### src/rtl/stopwatch_pkg.sv
// Shared constants and helpers for the stopwatch MM:SS time-base and digit chain.
package stopwatch_pkg;

    localparam logic [3:0]  SEC_ONES_MAX     = 4'd9;
    localparam logic [3:0]  SEC_TENS_MAX     = 4'd5;
    localparam logic [3:0]  MIN_ONES_MAX     = 4'd9;
    localparam logic [3:0]  MIN_TENS_MAX     = 4'd5;
    localparam logic [15:0] BCD_ZERO         = 16'h0000;
    localparam logic [15:0] BCD_MAX          = 16'h5959;
    localparam int          DEFAULT_TICK_DIV = 100_000_000;

    // Digit index 0 is seconds-ones, 3 is minutes-tens.
    function automatic logic [3:0] digit_max(input int idx);
        case (idx)
            0:       return SEC_ONES_MAX;
            1:       return SEC_TENS_MAX;
            2:       return MIN_ONES_MAX;
            default: return MIN_TENS_MAX;
        endcase
    endfunction

    function automatic logic preset_ok(input logic [15:0] bcd);
        logic ok;
        ok = 1'b1;
        for (int i = 0; i < 4; i++) begin
            if (bcd[4*i +: 4] > digit_max(i)) ok = 1'b0;
        end
        return ok;
    endfunction

endpackage

### src/rtl/bcd_digit.sv
// One BCD digit with range 0..MAX: clear, load, and up/down step with carry/borrow flags.
module bcd_digit #(
    parameter logic [3:0] MAX = 4'd9
) (
    input  logic       clock,
    input  logic       reset_n,
    input  logic       en,
    input  logic       up,
    input  logic       load,
    input  logic       clr,
    input  logic [3:0] d,
    output logic [3:0] q,
    output logic       carry,
    output logic       borrow
);

    logic [3:0] q_q, q_d;

    // carry/borrow flag that the next step on this digit rolls over into the next one.
    assign carry  = (q_q == MAX);
    assign borrow = (q_q == 4'd0);
    assign q      = q_q;

    always_comb begin
        q_d = q_q;
        if (clr) begin
            q_d = 4'd0;
        end else if (load) begin
            q_d = d;
        end else if (en) begin
            if (up) q_d = carry  ? 4'd0 : q_q + 4'd1;
            else    q_d = borrow ? MAX  : q_q - 4'd1;
        end
    end

    always_ff @(posedge clock or negedge reset_n) begin
        if (!reset_n) q_q <= 4'd0;
        else          q_q <= q_d;
    end

endmodule

### src/rtl/stopwatch_time_seq.sv
// Stopwatch time base: prescaler to the step rate, chained BCD MM:SS digits,
// preset validation, zero-hold on count-down, and registered event pulses.
module stopwatch_time_seq
    import stopwatch_pkg::*;
#(
    parameter int CLK_HZ   = 100_000_000,
    parameter int TICK_HZ  = 1,
    parameter int TICK_DIV = CLK_HZ / TICK_HZ
) (
    input  logic        clock,
    input  logic        reset_n,
    input  logic        running,
    input  logic        direction,
    input  logic        clear_pulse,
    input  logic        load_pulse,
    input  logic [15:0] preset_bcd,
    output logic [15:0] time_bcd,
    output logic        tick,
    output logic        at_zero,
    output logic        done_pulse,
    output logic        wrap_pulse,
    output logic        load_err
);

    localparam int             PW         = (TICK_DIV > 2) ? $clog2(TICK_DIV) : 1;
    localparam logic [PW-1:0]  PRESC_LAST = PW'(TICK_DIV - 1);

    logic [PW-1:0] presc_q, presc_d;
    logic          tick_q, tick_d;
    logic          done_q, done_d;
    logic          wrap_q, wrap_d;
    logic          load_err_q, load_err_d;

    logic          load_act, load_ok, step_due, step;
    logic [3:0]    dig_en, dig_carry, dig_borrow;

    assign at_zero  = (time_bcd == BCD_ZERO);
    assign load_act = load_pulse & ~running;
    assign load_ok  = load_act & preset_ok(preset_bcd);
    assign step_due = running & (presc_q == PRESC_LAST);
    // Counting down from 00:00 is suppressed; the control FSM decides when to stop.
    assign step     = step_due & ~clear_pulse & ~load_act & ~(~direction & at_zero);

    generate
        for (genvar gi = 0; gi < 4; gi++) begin : g_digit
            localparam logic [3:0] DMAX = digit_max(gi);
            if (gi == 0) begin : g_lsd
                assign dig_en[gi] = step;
            end else begin : g_upper
                assign dig_en[gi] = dig_en[gi-1] &
                                    (direction ? dig_carry[gi-1] : dig_borrow[gi-1]);
            end
            bcd_digit #(.MAX(DMAX)) u_digit (
                .clock   (clock),
                .reset_n (reset_n),
                .en      (dig_en[gi]),
                .up      (direction),
                .load    (load_ok),
                .clr     (clear_pulse),
                .d       (preset_bcd[4*gi +: 4]),
                .q       (time_bcd[4*gi +: 4]),
                .carry   (dig_carry[gi]),
                .borrow  (dig_borrow[gi])
            );
        end
    endgenerate

    always_comb begin
        presc_d    = presc_q;
        tick_d     = step;
        done_d     = step & ~direction & (time_bcd == 16'h0001);
        wrap_d     = step &  direction & (time_bcd == BCD_MAX);
        load_err_d = load_act & ~load_ok & ~clear_pulse;
        if (clear_pulse || load_ok) begin
            presc_d = '0;
        end else if (running) begin
            presc_d = step_due ? '0 : presc_q + PW'(1);
        end
    end

    always_ff @(posedge clock or negedge reset_n) begin
        if (!reset_n) begin
            presc_q    <= '0;
            tick_q     <= 1'b0;
            done_q     <= 1'b0;
            wrap_q     <= 1'b0;
            load_err_q <= 1'b0;
        end else begin
            presc_q    <= presc_d;
            tick_q     <= tick_d;
            done_q     <= done_d;
            wrap_q     <= wrap_d;
            load_err_q <= load_err_d;
        end
    end

    assign tick       = tick_q;
    assign done_pulse = done_q;
    assign wrap_pulse = wrap_q;
    assign load_err   = load_err_q;

endmodule

### config.mk
export PLATFORM = sky130hd
export DESIGN_NAME = stopwatch_time_seq
export DESIGN_NICKNAME = d
export VERILOG_FILES = /design/src/rtl/stopwatch_pkg.sv /design/src/rtl/bcd_digit.sv /design/src/rtl/stopwatch_time_seq.sv
export SDC_FILE = /design/constraint.sdc
export NUM_CORES = 1
export LEC_CHECK = 0
export ABC_CLOCK_PERIOD_IN_PS = 3400
export BUFFER_PORTS_ARGS = -buffer_cell sky130_fd_sc_hd__clkbuf_2
export CAP_MARGIN = 20
export CELL_PAD_IN_SITES_DETAIL_PLACEMENT = 1
export CELL_PAD_IN_SITES_GLOBAL_PLACEMENT = 1
export CORE_MARGIN = 4
export CORE_UTILIZATION = 30
export CTS_CLUSTER_DIAMETER = 200
export DETAILED_ROUTE_END_ITERATION = 8
export MAX_ROUTING_LAYER = met4
export PLACE_DENSITY = 0.65
export SLEW_MARGIN = 20
export SYNTH_ARGS = -nofsm -noshare
export SYNTH_HDL_FRONTEND = slang
export SYNTH_HIERARCHICAL = 1
export SYNTH_SLANG_ARGS = --single-unit
export TNS_END_PERCENT = 5
### constraint.sdc
create_clock -name clock -period 3.4 [get_ports clock]
set_clock_uncertainty 0.15 [all_clocks]
set_input_delay 0.34 -clock clock [delete_from_list [all_inputs] [get_ports clock]]
set_output_delay 0.34 -clock clock [all_outputs]
set_load 0.05 [all_outputs]
==> impl_table.tex <==
\begin{tabular}{lr}
\hline
Metric & Value \\
\hline
\multicolumn{2}{l}{\textbf{Critical path}} \\
\quad Critical path cell sequence & ha\_1 -> nand3\_1 -> or4\_1 -> or2\_1 -> a211o\_4 -> nor2\_1 -> nand2b\_1 -> a21oi\_1 -> a21o\_1 -> a22o\_1 \\
\quad Endpoint type of the worst setup path & flip-flop \\
\quad Type of the setup path with the least slack & reg2reg \\
\quad Delay of the slowest cell on the worst path & approximately 530 ps \\
\quad Critical path peak fanout & 6 \\
\quad Crit path arrival time & 3180 ps \\
\quad Startpoint type of the worst setup path & flip-flop \\
\quad Data required time at the worst endpoint & 3480 ps \\
\quad Worst path slowest cell & sky130\_fd\_sc\_hd\_\_or4\_1 \\
\multicolumn{2}{l}{\textbf{Routing}} \\
\quad Router iterations before antenna repair & 4 \\
\quad Detailed-route via count & 3,479 \\
\quad Drt initial violations & 154 \\
\quad Wirelength, routed & about 11,000 um \\
\quad Routed length on met2 & 5340 um \\
\quad Routed via count divided by cell count & 5.58 \\
\quad Top sig layer & met4 \\
\quad Sum of met3 wire segment lengths after detailed routing & 314 um \\
\quad Avg WL per Cell & 18.3 um \\
\quad Met1 layer wirelength in the final routing & 5650 um \\
\quad Number of remaining DRC errors & 0 \\
\quad Number of nets still failing antenna checks after routing & 0 \\
\multicolumn{2}{l}{\textbf{Yosys}} \\
\quad Share of synthesized registers carrying an async set or reset & 100\% \\
\quad Area fraction in compound gates after synthesis & 19.0\% \\
\quad Post-synthesis net count & 472 \\
\quad Largest family of logic cells by synthesized area & simple AND/OR/NAND/NOR gates \\
\quad Top\_reg\_cell synth & sky130\_fd\_sc\_hd\_\_dfrtp\_1 \\
\quad Number of enable flip-flop cells after synthesis & 0 \\
\quad Ranking of synthesized cells by area & sky130\_fd\_sc\_hd\_\_dfrtp\_1, sky130\_fd\_sc\_hd\_\_ha\_1, sky130\_fd\_sc\_hd\_\_nand2\_1 \\
\quad Number of cells produced by synthesis & 433 \\
\quad Syn Std Cell Area & 0.00369 mm2 \\
\quad Per-instance average area after synthesis & 8.52 um2 \\
\quad Post-Synth Adder-Cell Area & 5.77\% \\
\quad Post-synth top area share & 31.9\% \\
\quad Sequential fraction of the synthesis area & around a third \\
\quad Number of warnings issued by yosys & 6 \\
\quad Register bit total from synthesis & 47 \\
\quad Distinct cell type count after synthesis & 66 \\
\quad Largest area contributor in the synthesized netlist & sky130\_fd\_sc\_hd\_\_dfrtp\_1 \\
\quad Simple-gate area share of the yosys netlist & around a third \\
\quad Synthesized-area fraction occupied by xor and xnor cells & 2.61\% \\
\quad Proportion of synthesized area in mux cells & 0.271\% \\
\multicolumn{2}{l}{\textbf{Placed design}} \\
\quad HPWL reported at the end of detailed placement & around 8300 um \\
\quad Worst-case setup slack after placement & 323 ps \\
\quad Weighted congestion reported at the end of routability-driven placement & 0.867 \\
\quad Count of input and output buffers & 42 \\
\multicolumn{2}{l}{\textbf{Power}} \\
\quad Power density relative to cell area & around 300 mW/mm2 \\
\quad Leakage power figure & approximately 1.7 nW \\
\quad Logic pwr share & 11.0\% \\
\quad Internal Power & $\sim$0.95 mW \\
\quad Power share of the sequential group & 44.8\% \\
\quad Net switching share of the total power & 25.5\% \\
\quad Power dissipated by switching net loads & 0.327 mW \\
\quad Clock group share of total power & $\sim$44\% \\
\quad Worst supply voltage drop on vdd & 0.000156 V \\
\multicolumn{2}{l}{\textbf{Layout}} \\
\quad Ratio of cells with drive above 1 in the final layout & a little under a fifth \\
\quad Area growth from synthesis to layout & 14.3\% \\
\quad Top library cells by usage in the layout, fill and taps aside & sky130\_fd\_sc\_hd\_\_dfrtp\_1, sky130\_fd\_sc\_hd\_\_clkbuf\_2, sky130\_fd\_sc\_hd\_\_nand2\_1, sky130\_fd\_sc\_hd\_\_nor2\_1, sky130\_fd\_sc\_hd\_\_inv\_1 \\
\quad Final nets & 515 \\
\quad Most common library cell in the layout ignoring fill and taps & sky130\_fd\_sc\_hd\_\_dfrtp\_1 \\
\quad Number of antenna cells inserted & 0 \\
\multicolumn{2}{l}{\textbf{Job}} \\
\quad Number of maximum-capacitance violations & 0 \\
\multicolumn{2}{l}{\textbf{Run status}} \\
\quad Violations in the final reports & hold timing \\
\quad Run status & finished, violations left \\
\multicolumn{2}{l}{\textbf{CTS}} \\
\quad Clock transition time at the flip-flop clock pins of the worst setup and hold paths & approximately 60 ps \\
\quad Post-CTS setup buffer count & 0 \\
\quad Count of clock tree sinks & 47 \\
\quad Number of buffers added by the clock tree synthesis step & 5 \\
\quad Level count of the clock H-tree & 2 \\
\quad Buffer type at the clock tree root & sky130\_fd\_sc\_hd\_\_clkbuf\_16 \\
\quad Worst-skew pair later-pin latency & 300 ps \\
\quad TritonCTS clock tree & yes \\
\quad Number of hold buffers added after cts & 0 \\
\quad Clk buf depth & 2 \\
\quad Cts repair resizes & 0 \\
\multicolumn{2}{l}{\textbf{Global route}} \\
\quad Global-route wire length before repair & 19,100 um \\
\quad Initial antenna violation count & 0 \\
\quad All-Layer GR Usage & 16.9\% \\
\quad Grt ovf & 0 \\
\quad Via count of the first global-routing pass & 3,589 \\
\quad Pin count of the biggest net entering global routing & 29 \\
\multicolumn{2}{l}{\textbf{Timing}} \\
\quad Final count of negative-setup-slack endpoints & 0 \\
\quad Maximum achievable frequency & 323 MHz \\
\quad Final clock period utilization by the worst path & 91.2\% \\
\quad Setup ws final & 299 ps \\
\quad Relative slew margins & about 48\% \\
\quad Setup TNS Final & 0 ps \\
\quad Final min period & 3100 ps \\
\quad RSZ-0062 raised after global routing & false \\
\quad Actual slew at the worst max-slew pin & 781 ps \\
\quad Count of pins over their slew limit & 0 \\
\quad Number of hold-slack violations in the final timing report & 27 \\
\quad Worst hold margin & -38.3 ps \\
\multicolumn{2}{l}{\textbf{Die}} \\
\quad Number of ports placed on the die boundary & 43 \\
\quad Horizontal extent of the die & 119 um \\
\quad Area of the die & 0.0141 mm2 \\
\quad Starting density of the core & 30.7\% \\
\quad Number of placement rows & 40 \\
\quad Core area & 0.0120 mm2 \\
\quad Die span in y & about 120 um \\
\multicolumn{2}{l}{\textbf{Worst hold path}} \\
\quad HP Class & in2async \\
\hline
\end{tabular}
-- path summary, 6_finish.rpt --
check | start | endpoint | slack [ps] | cells past startpoint
setup / recovery | presc_q[0]$_DFFE_PN0P_ | g_digit[2].u_digit/q[2]$_DFFE_PN0P_ | 300 | 10
max in group asynchronous | reset_n | presc_q[1]$_DFFE_PN0P_ | 2380 | 2
min in group clock | preset_bcd[4] | g_digit[1].u_digit/q[0]$_DFFE_PN0P_ | 120 | 3
setup reg to reg | presc_q[0]$_DFFE_PN0P_ | g_digit[2].u_digit/q[2]$_DFFE_PN0P_ | 300 | 10
hold / removal | reset_n | presc_q[22]$_DFFE_PN0P_ | -40 | 1
hold reg to reg | presc_q[1]$_DFFE_PN0P_ | presc_q[1]$_DFFE_PN0P_ | 380 | 2
-- stage by stage --
step	instances	utilization [%]	cell area [um2]	power [mW]
2_1_floorplan	433	-	3690	0.654
3_3_place_gp	616	33.8	4060	0.720
3_5_place_dp	616	33.8	4060	0.725
4_1_cts	623	35.1	4210	1.30
5_1_grt	623	35.1	4210	1.34
6_report	623	35.1	4210	1.28
-- flip-flops by register name, summed over array words and instances, names as in the netlist --
signal and cells:
done_pulse 1, g_digit.u_digit/q 16, load_err 1, presc_q 27, tick 1, wrap_pulse 1
-- critical path, delay by kind of cell (launching register included) --
family | cells | cell delay (ps)
compound gates | 4 | 840
flops | 1 | 390
fa+ha+maj | 1 | 260
simple gates | 5 | 1390
-- synth_stat cells, types with 3 or more instances --
cell and number:
sky130_fd_sc_hd__inv_1 24, sky130_fd_sc_hd__a41oi_1 3, sky130_fd_sc_hd__and3b_1 4, sky130_fd_sc_hd__a32oi_1 4, sky130_fd_sc_hd__buf_6 5, sky130_fd_sc_hd__a31oi_1 9, sky130_fd_sc_hd__nor2_1 36, sky130_fd_sc_hd__nand4_1 22
sky130_fd_sc_hd__nor4b_4 3, sky130_fd_sc_hd__nand3b_1 4, sky130_fd_sc_hd__o22ai_1 4, sky130_fd_sc_hd__or3b_2 3, sky130_fd_sc_hd__or3_1 10, sky130_fd_sc_hd__nor3_1 14, sky130_fd_sc_hd__o21ai_0 20, sky130_fd_sc_hd__a21oi_1 19
sky130_fd_sc_hd__nand2_1 40, sky130_fd_sc_hd__nor3b_1 4, sky130_fd_sc_hd__nor4b_1 3, sky130_fd_sc_hd__nand2b_1 10, sky130_fd_sc_hd__clkbuf_1 5, sky130_fd_sc_hd__buf_4 8, sky130_fd_sc_hd__nand4b_1 4, sky130_fd_sc_hd__o211ai_1 4
sky130_fd_sc_hd__ha_1 17, sky130_fd_sc_hd__nor2b_1 6, sky130_fd_sc_hd__dfrtp_1 47, sky130_fd_sc_hd__o21bai_1 4, sky130_fd_sc_hd__nand3_1 15, sky130_fd_sc_hd__a22o_1 4, sky130_fd_sc_hd__or4_1 5, sky130_fd_sc_hd__xnor2_1 9
sky130_fd_sc_hd__a211oi_1 3, sky130_fd_sc_hd__nor4_1 8
-- power groups by stage --
stage          clock [mW]  combinational (mW)  sequential, mW
2_1_floorplan           0              0.0654           0.589
3_3_place_gp            0               0.138           0.583
3_5_place_dp            0               0.142           0.583
4_1_cts             0.583               0.142           0.572
5_1_grt             0.613               0.155           0.573
6_report            0.566               0.140           0.573
-- final cells by class --
type	instances	area, um2
Clock inverter	1	30.0
Multi-Input combinational cell	340	2280
Sequential cell	47	1180
Inverter	25	93.8
Timing Repair Buffer	57	323
Clock buffer	6	129
Tap cell	147	184
Fill cell	1467	7800
-- layer usage --
layer  vias up  GRT usage (%)
met5         -              -
met4         0           4.92
met3         9           2.37
met2        56           25.9
met1      1724           23.5
li1       1690              -
-- cell families (layout without fill, tap and decap cells) --
logic type	Yosys count	in the layout
flip-flops	47	47
buffers and inverters	46	89
multiplexers	1	1
adder cells (fa/ha/maj)	17	17
AND/OR/NAND/NOR	211	211
AO/OA/AOI/OAI	100	100
XOR/XNOR	11	11
Note: power is estimated with default switching activity, not from simulation.
